### src/rtl/alu_seq_if.sv
// alu_seq_if: handshake and operand/result bundle for the sequential ALU.
//
// Build option: none (the multiplier option lives in rtl/alu_seq.sv).
//
// Signals (N = operand/result width):
//   start   - request; the ALU samples it only while busy=0
//   op      - 4-bit operation code, captured with start
//   in1     - operand A (accumulator side), captured with start
//   in2     - operand B, or the shift amount for shifts, captured with start
//   out     - registered result
//   V,Z,C,S - overflow, zero, carry/borrow/shift-out and sign flags
//   busy    - a multi-cycle operation is in progress
//   done    - one-cycle pulse: out and the flags were updated
//   illegal - pulses together with done when op is unsupported
//
// Modports:
//   master - the controller side that issues operations
//   slave  - the ALU itself
interface alu_seq_if #(
    parameter int N = 8
);
    logic         start;
    logic [3:0]   op;
    logic [N-1:0] in1;
    logic [N-1:0] in2;
    logic [N-1:0] out;
    logic         V;
    logic         Z;
    logic         C;
    logic         S;
    logic         busy;
    logic         done;
    logic         illegal;

    modport master (
        output start, op, in1, in2,
        input  out, V, Z, C, S, busy, done, illegal
    );

    modport slave (
        input  start, op, in1, in2,
        output out, V, Z, C, S, busy, done, illegal
    );
endinterface

### src/rtl/alu_seq.sv
// alu_seq: registered, parametrised ALU with a start/busy/done handshake.
//
// Single-cycle ops (ADD, SUB, OR, AND, NOT, PASS, trivial shifts, unsupported
// codes) finish in the cycle after start is sampled. Shifts by 1 < k < N
// iterate one bit per cycle in the SHIFT state. With the build macro
// ALU_SEQ_MUL_EN defined, op 8 runs an N-iteration shift-add multiply in the
// MUL state; without it op 8 is reported as illegal and no multiplier exists.
//
// Ports:
//   clk - system clock, all state updates on the rising edge
//   rst - synchronous, active-high reset; drops any in-flight op silently
//   bus - alu_seq_if slave modport (start/op/in1/in2 in, result/flags out)
//
// Parameters:
//   N  - operand/result width (N >= 4)
//   SW - width of the iteration counter
module alu_seq #(
    parameter int N  = 8,
    parameter int SW = $clog2(N) + 1
) (
    input  logic      clk,
    input  logic      rst,
    alu_seq_if.slave  bus
);

    typedef enum logic [1:0] {
        IDLE,
        SHIFT,
        MUL
    } state_t;

    localparam logic [N-1:0] N_VAL = N[N-1:0];

    state_t         state_q, state_d;
    logic [N-1:0]   out_q, out_d;
    logic           v_q, v_d;
    logic           z_q, z_d;
    logic           c_q, c_d;
    logic           s_q, s_d;
    logic           busy_q, busy_d;
    logic           done_q, done_d;
    logic           illegal_q, illegal_d;

    // Shift working register, direction (1 = right) and remaining-iteration count.
    logic [N-1:0]   work_q, work_d;
    logic           dir_q, dir_d;
    logic [SW-1:0]  cnt_q, cnt_d;

`ifdef ALU_SEQ_MUL_EN
    // Partial product, left-shifting multiplicand and right-shifting multiplier.
    logic [2*N-1:0] acc_q, acc_d;
    logic [2*N-1:0] mcand_q, mcand_d;
    logic [N-1:0]   mplier_q, mplier_d;
    logic [2*N-1:0] acc_next;
`endif

    // Values presented to the result registers when an op finishes.
    logic           fin;
    logic [N-1:0]   res;
    logic           res_c;
    logic           res_v;
    logic           res_ill;
    logic [N:0]     sum;
    logic [N-1:0]   shifted;
    logic           shift_bit;

    // Next-state logic. The edge that captures an op already performs the first
    // iteration of a shift or multiply, so a k-step shift finishes k cycles
    // after start and a 1-step shift lines up with the single-cycle ops.
    always_comb begin
        state_d   = state_q;
        out_d     = out_q;
        v_d       = v_q;
        z_d       = z_q;
        c_d       = c_q;
        s_d       = s_q;
        busy_d    = busy_q;
        done_d    = 1'b0;
        illegal_d = 1'b0;
        work_d    = work_q;
        dir_d     = dir_q;
        cnt_d     = cnt_q;
`ifdef ALU_SEQ_MUL_EN
        acc_d     = acc_q;
        mcand_d   = mcand_q;
        mplier_d  = mplier_q;
        acc_next  = '0;
`endif
        fin       = 1'b0;
        res       = '0;
        res_c     = 1'b0;
        res_v     = 1'b0;
        res_ill   = 1'b0;
        sum       = '0;
        shifted   = '0;
        shift_bit = 1'b0;

        case (state_q)
            IDLE: begin
                if (bus.start) begin
                    case (bus.op)
                        4'd0: begin
                            sum   = {1'b0, bus.in1} + {1'b0, bus.in2};
                            res   = sum[N-1:0];
                            res_c = sum[N];
                            // Same-signed operands giving an opposite-signed sum.
                            res_v = (bus.in1[N-1] == bus.in2[N-1]) && (res[N-1] != bus.in1[N-1]);
                            fin   = 1'b1;
                        end
                        4'd1: begin
                            res   = bus.in1 - bus.in2;
                            res_c = (bus.in1 < bus.in2);
                            res_v = (bus.in1[N-1] != bus.in2[N-1]) && (res[N-1] != bus.in1[N-1]);
                            fin   = 1'b1;
                        end
                        4'd2: begin
                            res = bus.in1 | bus.in2;
                            fin = 1'b1;
                        end
                        4'd3: begin
                            res = bus.in1 & bus.in2;
                            fin = 1'b1;
                        end
                        4'd4, 4'd5: begin
                            if (bus.in2 == '0) begin
                                res = bus.in1;
                                fin = 1'b1;
                            end else if (bus.in2 >= N_VAL) begin
                                fin = 1'b1;
                            end else begin
                                if (bus.op == 4'd5) begin
                                    shifted   = bus.in1 >> 1;
                                    shift_bit = bus.in1[0];
                                end else begin
                                    shifted   = bus.in1 << 1;
                                    shift_bit = bus.in1[N-1];
                                end
                                if (bus.in2 == N'(1)) begin
                                    res   = shifted;
                                    res_c = shift_bit;
                                    fin   = 1'b1;
                                end else begin
                                    state_d = SHIFT;
                                    busy_d  = 1'b1;
                                    work_d  = shifted;
                                    dir_d   = (bus.op == 4'd5);
                                    cnt_d   = bus.in2[SW-1:0] - SW'(1);
                                end
                            end
                        end
                        4'd6: begin
                            res = ~bus.in1;
                            fin = 1'b1;
                        end
                        4'd7: begin
                            res = bus.in1;
                            fin = 1'b1;
                        end
`ifdef ALU_SEQ_MUL_EN
                        4'd8: begin
                            state_d  = MUL;
                            busy_d   = 1'b1;
                            acc_d    = bus.in2[0] ? {{N{1'b0}}, bus.in1} : '0;
                            mcand_d  = {{(N-1){1'b0}}, bus.in1, 1'b0};
                            mplier_d = bus.in2 >> 1;
                            cnt_d    = SW'(N - 1);
                        end
`endif
                        default: begin
                            res_ill = 1'b1;
                            fin     = 1'b1;
                        end
                    endcase
                end
            end
            SHIFT: begin
                if (dir_q) begin
                    shifted   = work_q >> 1;
                    shift_bit = work_q[0];
                end else begin
                    shifted   = work_q << 1;
                    shift_bit = work_q[N-1];
                end
                // The bit leaving on the final step is the carry.
                if (cnt_q == SW'(1)) begin
                    res     = shifted;
                    res_c   = shift_bit;
                    fin     = 1'b1;
                    state_d = IDLE;
                    busy_d  = 1'b0;
                end else begin
                    work_d = shifted;
                    cnt_d  = cnt_q - SW'(1);
                end
            end
`ifdef ALU_SEQ_MUL_EN
            MUL: begin
                acc_next = acc_q + (mplier_q[0] ? mcand_q : '0);
                if (cnt_q == SW'(1)) begin
                    res     = acc_next[N-1:0];
                    res_c   = |acc_next[2*N-1:N];
                    fin     = 1'b1;
                    state_d = IDLE;
                    busy_d  = 1'b0;
                end else begin
                    acc_d    = acc_next;
                    mcand_d  = mcand_q << 1;
                    mplier_d = mplier_q >> 1;
                    cnt_d    = cnt_q - SW'(1);
                end
            end
`endif
            default: begin
                state_d = IDLE;
                busy_d  = 1'b0;
            end
        endcase

        // Result and flags move only on completion; otherwise they hold.
        if (fin) begin
            out_d     = res;
            c_d       = res_c;
            v_d       = res_v;
            z_d       = (res == '0);
            s_d       = res[N-1];
            illegal_d = res_ill;
            done_d    = 1'b1;
        end
    end

    // State register; reset clears everything and abandons any in-flight op.
    always_ff @(posedge clk) begin
        if (rst) begin
            state_q   <= IDLE;
            out_q     <= '0;
            v_q       <= 1'b0;
            z_q       <= 1'b0;
            c_q       <= 1'b0;
            s_q       <= 1'b0;
            busy_q    <= 1'b0;
            done_q    <= 1'b0;
            illegal_q <= 1'b0;
            work_q    <= '0;
            dir_q     <= 1'b0;
            cnt_q     <= '0;
`ifdef ALU_SEQ_MUL_EN
            acc_q     <= '0;
            mcand_q   <= '0;
            mplier_q  <= '0;
`endif
        end else begin
            state_q   <= state_d;
            out_q     <= out_d;
            v_q       <= v_d;
            z_q       <= z_d;
            c_q       <= c_d;
            s_q       <= s_d;
            busy_q    <= busy_d;
            done_q    <= done_d;
            illegal_q <= illegal_d;
            work_q    <= work_d;
            dir_q     <= dir_d;
            cnt_q     <= cnt_d;
`ifdef ALU_SEQ_MUL_EN
            acc_q     <= acc_d;
            mcand_q   <= mcand_d;
            mplier_q  <= mplier_d;
`endif
        end
    end

    assign bus.out     = out_q;
    assign bus.V       = v_q;
    assign bus.Z       = z_q;
    assign bus.C       = c_q;
    assign bus.S       = s_q;
    assign bus.busy    = busy_q;
    assign bus.done    = done_q;
    assign bus.illegal = illegal_q;

endmodule

### src/flat_wrapper.sv
// flat-port wrapper written by rule: the top's interface ports become plain ports
module alu_seq_flat 
#(
    parameter int N  = 8,
    parameter int SW = $clog2(N) + 1
)
  (clk, rst, bus_start, bus_op, bus_in1, bus_in2, bus_out, bus_V, bus_Z, bus_C, bus_S, bus_busy, bus_done, bus_illegal);
  alu_seq_if #(.N(N)) bus_i ();
  input  logic clk;
  input  logic rst;
  input wire logic [$bits(bus_i.start)-1:0] bus_start;
  input wire logic [$bits(bus_i.op)-1:0] bus_op;
  input wire logic [$bits(bus_i.in1)-1:0] bus_in1;
  input wire logic [$bits(bus_i.in2)-1:0] bus_in2;
  output wire logic [$bits(bus_i.out)-1:0] bus_out;
  output wire logic [$bits(bus_i.V)-1:0] bus_V;
  output wire logic [$bits(bus_i.Z)-1:0] bus_Z;
  output wire logic [$bits(bus_i.C)-1:0] bus_C;
  output wire logic [$bits(bus_i.S)-1:0] bus_S;
  output wire logic [$bits(bus_i.busy)-1:0] bus_busy;
  output wire logic [$bits(bus_i.done)-1:0] bus_done;
  output wire logic [$bits(bus_i.illegal)-1:0] bus_illegal;
  assign bus_i.start = bus_start;
  assign bus_i.op = bus_op;
  assign bus_i.in1 = bus_in1;
  assign bus_i.in2 = bus_in2;
  assign bus_out = bus_i.out;
  assign bus_V = bus_i.V;
  assign bus_Z = bus_i.Z;
  assign bus_C = bus_i.C;
  assign bus_S = bus_i.S;
  assign bus_busy = bus_i.busy;
  assign bus_done = bus_i.done;
  assign bus_illegal = bus_i.illegal;
  alu_seq #(.N(N), .SW(SW)) u_core (.clk(clk), .rst(rst), .bus(bus_i));
endmodule
### config.mk
export PLATFORM = sky130hd
export DESIGN_NAME = alu_seq_flat
export DESIGN_NICKNAME = d
export VERILOG_FILES = /design/src/rtl/alu_seq_if.sv /design/src/rtl/alu_seq.sv /design/src/flat_wrapper.sv
export SDC_FILE = /design/constraint.sdc
export NUM_CORES = 1
export LEC_CHECK = 0
export CAP_MARGIN = 30
export CORE_ASPECT_RATIO = 1.1
export CORE_UTILIZATION = 60
export DETAILED_ROUTE_END_ITERATION = 16
export DONT_BUFFER_PORTS = 1
export PLACE_DENSITY = 0.74
export SYNTH_ARGS = -nofsm -noshare
export SYNTH_HDL_FRONTEND = slang
export SYNTH_SLANG_ARGS = --single-unit
### constraint.sdc
create_clock -name clk -period 3.2 [get_ports clk]
set_input_delay 0.64 -clock clk [delete_from_list [all_inputs] [get_ports clk]]
set_output_delay 0.64 -clock clk [all_outputs]
set_load 0.02 [all_outputs]
== Word level (Yosys, flattened, before mapping) ==
Index checks and enable logic that the tools add are counted.

* Register bits after elaboration: 30
* Input bits: 23
* Output and inout bits: 15

* Add/subtract/negate cells: 4
* $lt $le $gt $ge: 2
* Equal/unequal tests: 21
* Muxes and demuxes: 58
* Bitwise gates (word level): 9
* Reduce and logical (&&, ||, !) cells: 13

{| class="wikitable"
|+ Operators by type and width
! kind !! number
|-
| 8-bit 2-to-1 mux || 13
|-
| 8-bit one-hot mux with 7 select lines || 1
|-
| 8-bit one-hot mux with 2 select lines || 2
|-
| 4-bit 2-to-1 mux || 6
|-
| 1-bit 2-to-1 mux || 23
|-
| 4-bit by 3-bit equality test with 1-bit output (second input constant) || 4
|-
| 8-bit zero test || 2
|-
| 2-bit 2-to-1 mux || 6
|-
| 2-bit != test (second input constant) || 6
|-
| 6-bit AND reduction || 2
|-
| 8-bit by 8-bit adder with 9-bit output || 1
|-
| 8-bit AND || 1
|-
| 4-bit by 1-bit equality test with 1-bit output (second input constant) || 2
|-
| 4-bit by 2-bit equality test with 1-bit output (second input constant) || 2
|-
| 8-bit by 1-bit equality test with 1-bit output (second input constant) || 1
|-
| 8-bit by 4-bit greater-or-equal comparator with 1-bit output (second input constant) || 1
|-
| 8-bit less-than comparator || 1
|-
| 8-bit inverter || 1
|-
| 8-bit OR || 1
|-
| 1-bit one-hot mux with 2 select lines || 4
|-
| 4-bit one-hot mux with 2 select lines || 1
|-
| 8-bit OR reduction || 1
|-
| 4-bit by 1-bit subtractor with 4-bit output (second input constant) || 2
|-
| 8-bit subtractor || 1
|-
| 14 further kinds || 22
|}

== Depth between registers and ports, before layout ==
Gate-level depths: netlist of run 1.

* Word-level depth: 9
* Mapped depth: 10
* Depth with buffers taken out: 10

== Worst setup path after synthesis of run 1 ==
No wires, ideal clock.

* Path kind: input -> register
* From: in bus_in2[1]
* To: reg u_core.z_q, in the netlist u_core.bus.Z
* Setup time: 0.115 ns
* Data arrival time: 2.660 ns
* Slack: 0.424 ns
* Stages on the path: 9
* Path buffers: 0
* Cell sequence: inv_1 > ha_1 > or3b_2 > or4_4 > or2_1 > a21oi_2 > a221oi_1 > and3_1 > a31o_1

* Longest elaborated chain between the ends: 8

{| class="wikitable"
|+ RTL lines
! what !! line !! text
|-
| start: declaration || flat_wrapper.sv:14 || <nowiki>input wire logic [$bits(bus_i.in2)-1:0] bus_in2;</nowiki>
|-
| parallel branches: the longest is 8 deep, another holds 8-bit by 4-bit greater-or-equal comparator with 1-bit output || n/a ||
|-
| end signal: assignment || alu_seq.sv:255 || <nowiki>z_q <= z_d;</nowiki>
|-
| end: declaration || alu_seq.sv:37 || <nowiki>logic z_q, z_d;</nowiki>
|}

Parallel ways; which one is timed is not known.
A chain may end at the register's enable or synchronous reset.

== Worst setup path after layout of run 1 ==
* From: in bus_in1[0]
* To: reg u_core.z_q, in the netlist u_core.bus.Z

* Longest elaborated chain between the ends: 8

{| class="wikitable"
|+ RTL lines
! what !! line !! text
|-
| start: declaration || flat_wrapper.sv:13 || <nowiki>input wire logic [$bits(bus_i.in1)-1:0] bus_in1;</nowiki>
|-
| parallel branches: the longest is 4 deep, another holds 8-bit subtractor || n/a ||
|-
| 8-bit one-hot mux with 7 select lines (*) || alu_seq.sv:101 || <nowiki>case (bus.op)</nowiki>
|-
| 8-bit 2-to-1 mux (*) || alu_seq.sv:100 || <nowiki>if (bus.start) begin</nowiki>
|-
| 8-bit one-hot mux with 2 select lines (*) || alu_seq.sv:98 || <nowiki>case (state_q)</nowiki>
|-
| 8-bit zero test (*) || alu_seq.sv:224 || <nowiki>z_d = (res == '0);</nowiki>
|}

Every way passes the cells marked *.

==> results of run 1 <==
## final timing paths
path                 endpoint  cells after the start  slack (ps)
max              u_core.bus.Z                     10         480
min              u_core.bus.S                      1         420
max reg2reg      u_core.bus.Z                      7         860
min reg2reg  u_core.work_q[2]                      2         460
## registers in the layout, summed over array words and instances (netlist names)
name,cells
u_core.cnt_q,4
u_core.bus.done,1
u_core.bus.Z,1
u_core.bus.out,7
u_core.bus.S,1
u_core.dir_q,1
u_core.bus.busy,1
u_core.bus.V,1
u_core.work_q,8
u_core.bus.illegal,1
u_core.bus.C,1
## cell families (layout without fill, tap and decap cells)
logic type / Yosys count / after routing / share of synthesized area, %
and+or+nand+nor: 154 / 154 / 26.5
AOI/OAI and AO/OA: 114 / 114 / 24.7
buffers and inverters: 49 / 38 / 6.58
adders and majority gates: 31 / 31 / 13.3
DFF: 27 / 27 / 17.9
muxes: 24 / 24 / 8.11
xor gates and xnor gates: 10 / 10 / 2.89
## Yosys cell counts (all sizes together), types with 5 or more instances
master and instances:
a211oi 8, a21oi 34, buf 9, clkbuf 17
dfxtp 27, ha 29, inv 23, mux2i 20
nand2 45, nand3 7, nor2 36, nor2b 9
nor3 13, o211ai 5, o21ai 24, o22ai 5
or2 7, xnor2 6
## per-layer routing
layer  up-vias  GRT usage, %  share of wire, %  wire length, microns
li1       1447             -                 -                     -
met1      1378          42.9                41                  3560
met2       179          52.7                46                  3970
met3        29          4.76               9.6                   826
met4         0          13.4               3.0                   257
met5         -             0                 0                     0
## power by group
part	internal, mW	switching [mW]	leakage, nW	total [mW]
Sequential	0.342	0.0117	0.219	0.354
Combinational	0.107	0.142	0.950	0.249
Clock	0.0885	0.110	0.0217	0.198
Total	0.538	0.263	1.19	0.801
## area by class of cell
| type | instances | area (sq um) |
|---|---|---|
| Timing Repair Buffer | 11 | 82.6 |
| Tap cell | 56 | 70.1 |
| Fill cell | 424 | 1640 |
| Sequential cell | 27 | 541 |
| Multi-Input combinational cell | 333 | 2290 |
| Clock inverter | 1 | 7.51 |
| Inverter | 23 | 86.3 |
| Clock buffer | 3 | 41.3 |
## stage by stage
step / hold slack (ps) / instance area (sq um) / power (mW) / instances / setup WS [ps]
floorplan: 439 / 3030 / 0.560 / 409 / 424
global placement: 448 / 3070 / 0.602 / 450 / 280
detailed placement: 454 / 3070 / 0.604 / 450 / 223
CTS: 417 / 3110 / 0.797 / 454 / 512
global route: 410 / 3110 / 0.839 / 454 / 356
finish: 417 / 3110 / 0.801 / 454 / 481
## worst max-delay path: stages
cell	delay, ps
inv_1	40
ha_1	210
fa_1	410
or2_2	300
a211oi_1	380
mux2i_1	230
a22oi_1	90
a41o_1	240
and4_1	160
a31o_1	190
==> results.yml, run 1 <==
critical_path:
  cp_max_fo: 7
  start_kind: "primary input"
  end_kind: "register"
  critPathArrivalTime_ps: 2900
  source_of_the_critical_timing_path: "bus_in1[0]"
  rr_startpoint: "u_core.bus.busy"
  worst-setup-path-type: "in2reg"
  critPathRequiredTime_ps: 3380
detailed_routing:
  routed_wl_microns: 8610
  route.antenna.remaining_nets: 0
  detailedRoute.firstPassIterationCount: 5
  routed_wire_length_per_instance_microns: 19.0
  post-route-drc-count: 0
  detailedRoute.firstIterationViolations: 405
  vias_per_cell: 6.68
  route.vias.total: 3033
clock_tree:
  cts.htree.levels: 1
  post_cts.repair.setup_buffers: 0
  tritoncts: "yes"
  maximum_number_of_buffers_from_clock_root_to_sink: 2
  cts.repair.resized: 0
  cts_inserted_buffers: 3
  clock_insertion_delay_worst_skew_ps: 270
  clock_sinks: 27
  clk_root_buf: "clkbuf_8"
  clk_transition_reported_paths_ps: 100
  post_cts_hold_buffer_count: 0
die:
  die-height_microns: 76.5
  placeableCoreArea_sq_um: 4750
  initial_core_util_pct: 63.7
  die_area_sq_um: 5330
  pin_count: 38
  die_width_microns: 69.7
  row_count: 26
sta:
  fmax_mhz: 368
  timing.max_slew.rel_slack_pct: 62.7
  final.min_clock_period_ps: 2720
  setup_repair_after_global_routing_missed_its_margin: "false"
  worst-slew-pin-transition_ps: 559
  setup_total_negative_slack_ps: 0
  final-hold-violation-count: 0
  finalCritPeriodShare_pct: 85.0
  timing_max_transition_violations_final: 0
  timing.final.setup_violations: 0
  fin_worst_skew_ps: 3.19
power_and_ir_drop:
  worst_ir_drop_vdd_mv: 0.122
  power.leakage_nw: 1.19
  power_per_cell_area_nw_per_um2: 257
synth:
  synth_async_sr_flop_share_pct: 0
  synth_area_per_cell_sq_um: 7.40
  yosysSeqAreaShare_pct: 17.9
  post_synthesis_register_bit_count: 27
  synthDominantAreaCellType: "dfxtp_1"
  yosys-top-cells-area: "dfxtp_1 18%, ha_1 12%, mux2i_1 6.6%"
  yosys_warnings: 0
  dominantRegCellSynth: "dfxtp_1"
  synth_cell_type_count: 67
  syn-instance-count: 409
  number_of_enable_flip_flop_cells_after_synthesis: 0
  mappedNetlistNets: 463
  yosys.area.top_type_share_pct: 17.9
  syn_area_sq_um: 3030
place:
  place_congestion: 0.979
  portBuffers: 0
  dp_hpwl_microns: 6610
global_route:
  grt_util_all_layers_pct: 32.5
  grt-ovfl-total: 0
  grt_max_degree: 29
  first_global_vias: 2918
  grt_first_pass_wirelength_microns: 14000
  initial_antenna_violation_count: 0
hold_path:
  worstHoldStart: "rst"
  worst_hold_path_type: "in2reg"
final_layout:
  area_growth_syn_to_layout_pct: 2.94
  postLayoutCoreUtil_pct: 65.6
  antenna_cells_inserted: 0
  nets: 453
  mostFrequentLayoutCells: "45 x nand2_1, 36 x nor2_1, 32 x a21oi_1, 29 x ha_1, 27 x dfxtp_1"
  most_common_cell_after_layout_fill_and_taps_aside: "nand2_1"
  final_layout_size_suffix_gt1_share_pct: 8.54
job:
  drv_cap: 0
outcome:
  run_status: "finished, final reports clean"
Note: power is estimated with default switching activity, not from simulation.
==> run 2: changes to the inputs <==
- CORE_UTILIZATION: 60 -> 59
- PLACE_DENSITY: 0.74 -> 0.76
- clock period: 3.2 -> 2.3 ns (I/O delays scaled with it)
==> results.yml, run 2 (same netlist as run 1, synthesis figures left out) <==
outcome:
  run_status: "finished, final reports clean"
die:
  placeableCoreArea_sq_um: 4780
  pin_count: 38
  row_count: 26
  die-height_microns: 77.1
  die_width_microns: 70.3
  initial_core_util_pct: 63.3
  die_area_sq_um: 5420
sta:
  final.min_clock_period_ps: 2250
  worst_slack_ps: 53.5
  timing_max_transition_violations_final: 0
  final-hold-violation-count: 0
  timing.final.setup_violations: 0
  setup_repair_after_global_routing_missed_its_margin: "false"
  fin_worst_skew_ps: 4.63
  fmax_mhz: 445
  worst-slew-pin-transition_ps: 437
  timing.max_slew.rel_slack_pct: 70.8
  hold_ws_ps: 243
  finalCritPeriodShare_pct: 97.7
global_route:
  grt-ovfl-total: 0
  grt_util_all_layers_pct: 35.9
  grt_max_degree: 29
  initial_antenna_violation_count: 0
  grt_first_pass_wirelength_microns: 15600
  first_global_vias: 3127
critical_path:
  start_kind: "primary input"
  path_cells: "inv_16, ha_4, or3b_4, or4_4, nor2_1, a31oi_1, a22o_1, and4_1, a31o_1"
  critical_path.slowest_cell: "or4_4"
  critPathArrivalTime_ps: 2430
  critPathRequiredTime_ps: 2480
  critical-path-max-stage-delay_ps: 580
  cp_max_fo: 5
  worst-setup-path-type: "in2reg"
  end_kind: "register"
place:
  portBuffers: 0
  dp_hpwl_microns: 7610
  dpl.cell_count: 501
  placed_area_sq_um: 3540
  pre_cts_slack_ps: -265
  place_congestion: 0.974
clock_tree:
  post_cts_hold_buffer_count: 0
  clock_insertion_delay_worst_skew_ps: 280
  clock_sinks: 27
  tritoncts: "yes"
  clk_root_buf: "clkbuf_8"
  maximum_number_of_buffers_from_clock_root_to_sink: 2
  cts.htree.levels: 1
  cts_inserted_buffers: 3
  clk_transition_reported_paths_ps: 90
power_and_ir_drop:
  power_per_cell_area_nw_per_um2: 335
  worst_ir_drop_vdd_mv: 0.230
  power.leakage_nw: 1.46
detailed_routing:
  route.vias.total: 3240
  routed_wl_microns: 9450
  routed_wire_length_per_instance_microns: 18.7
  route.antenna.remaining_nets: 0
  post-route-drc-count: 0
  detailedRoute.firstPassIterationCount: 5
  detailedRoute.firstIterationViolations: 237
  vias_per_cell: 6.40
final_layout:
  finish.instance_area_sq_um: 3630
  layout.area.seq_sq_um: 541
  final_layout_size_suffix_gt1_share_pct: 22.0
  most_common_cell_after_layout_fill_and_taps_aside: "buf_4"
  stdcell_count: 506
  area_growth_syn_to_layout_pct: 20.0
  registers.top_by_ff_count: "u_core.work_q"
  mostFrequentLayoutCells: "61 x buf_4, 45 x nand2_1, 36 x nor2_1, 32 x a21oi_1, 27 x dfxtp_1"
  max_reg_flops: 8
  multi_input_comb_area_sq_um: 2370
  nets: 505
  num-fill-cells: 369
  antenna_cells_inserted: 0
job:
  drv_cap: 0
hold_path:
  worst_hold_path_type: "in2reg"
run 2: worst paths after layout:
path / start / to / slack, ps / cells past startpoint
max: bus_in2[1] / u_core.bus.Z / 50 / 9
min: rst / u_core.work_q[7] / 240 / 1
min reg2reg: u_core.work_q[4] / u_core.work_q[4] / 470 / 2
max reg2reg: u_core.bus.busy / u_core.bus.Z / 160 / 8
run 2: through the flow:
step,total power [mW],util (%),setup TNS (ps)
after floorplan,0.789,-,-115
after global placement,0.915,74.1,-640
after detailed placement,0.922,74.1,-1020
after CTS,1.20,75.1,0
after global routing,1.27,75.9,0
final,1.22,75.9,0
run 2: layout make-up:
cell class	instances	share of cell area [%]
clock buffers	3	1.14
multi-input cells	333	65.3
repair buffers	63	13.7
flip-flops and latches	27	14.9
well taps	56	1.93
clock inverters	1	0.207
inverters	23	2.83
run 2: what timing repair did:
| action | in CTS | in global routing |
|---|---|---|
| setup endpoints to repair | 0 | 2 |
| buffers inserted | 0 | 1 |
| resized for setup | 0 | 7 |
| endpoints found under the hold margin | 0 | 0 |
run 2: layer usage:
| metal | track usage, % | wire [microns] | vias to the layer above |
|---|---|---|---|
| met5 | 0 | 0 | - |
| met4 | 15.4 | 349 | 0 |
| met3 | 4.34 | 679 | 32 |
| met2 | 59.4 | 4390 | 161 |
| met1 | 46.2 | 4030 | 1492 |
| li1 | - | - | 1555 |
run 2: power breakdown:
part / leakage, nW / internal (mW) / switching, mW
Sequential: 0.219 / 0.476 / 0.0163
Clock: 0.0217 / 0.123 / 0.160
Combinational: 1.22 / 0.215 / 0.226
Total: 1.46 / 0.814 / 0.402
run 2: critical path: cells and delay by family:
family / cells / cell delay (ps)
AOI/OAI and AO/OA: 3 / 510
buffers and inverters: 1 / 50
and+or+nand+nor: 4 / 1280
adders and majority gates: 1 / 130
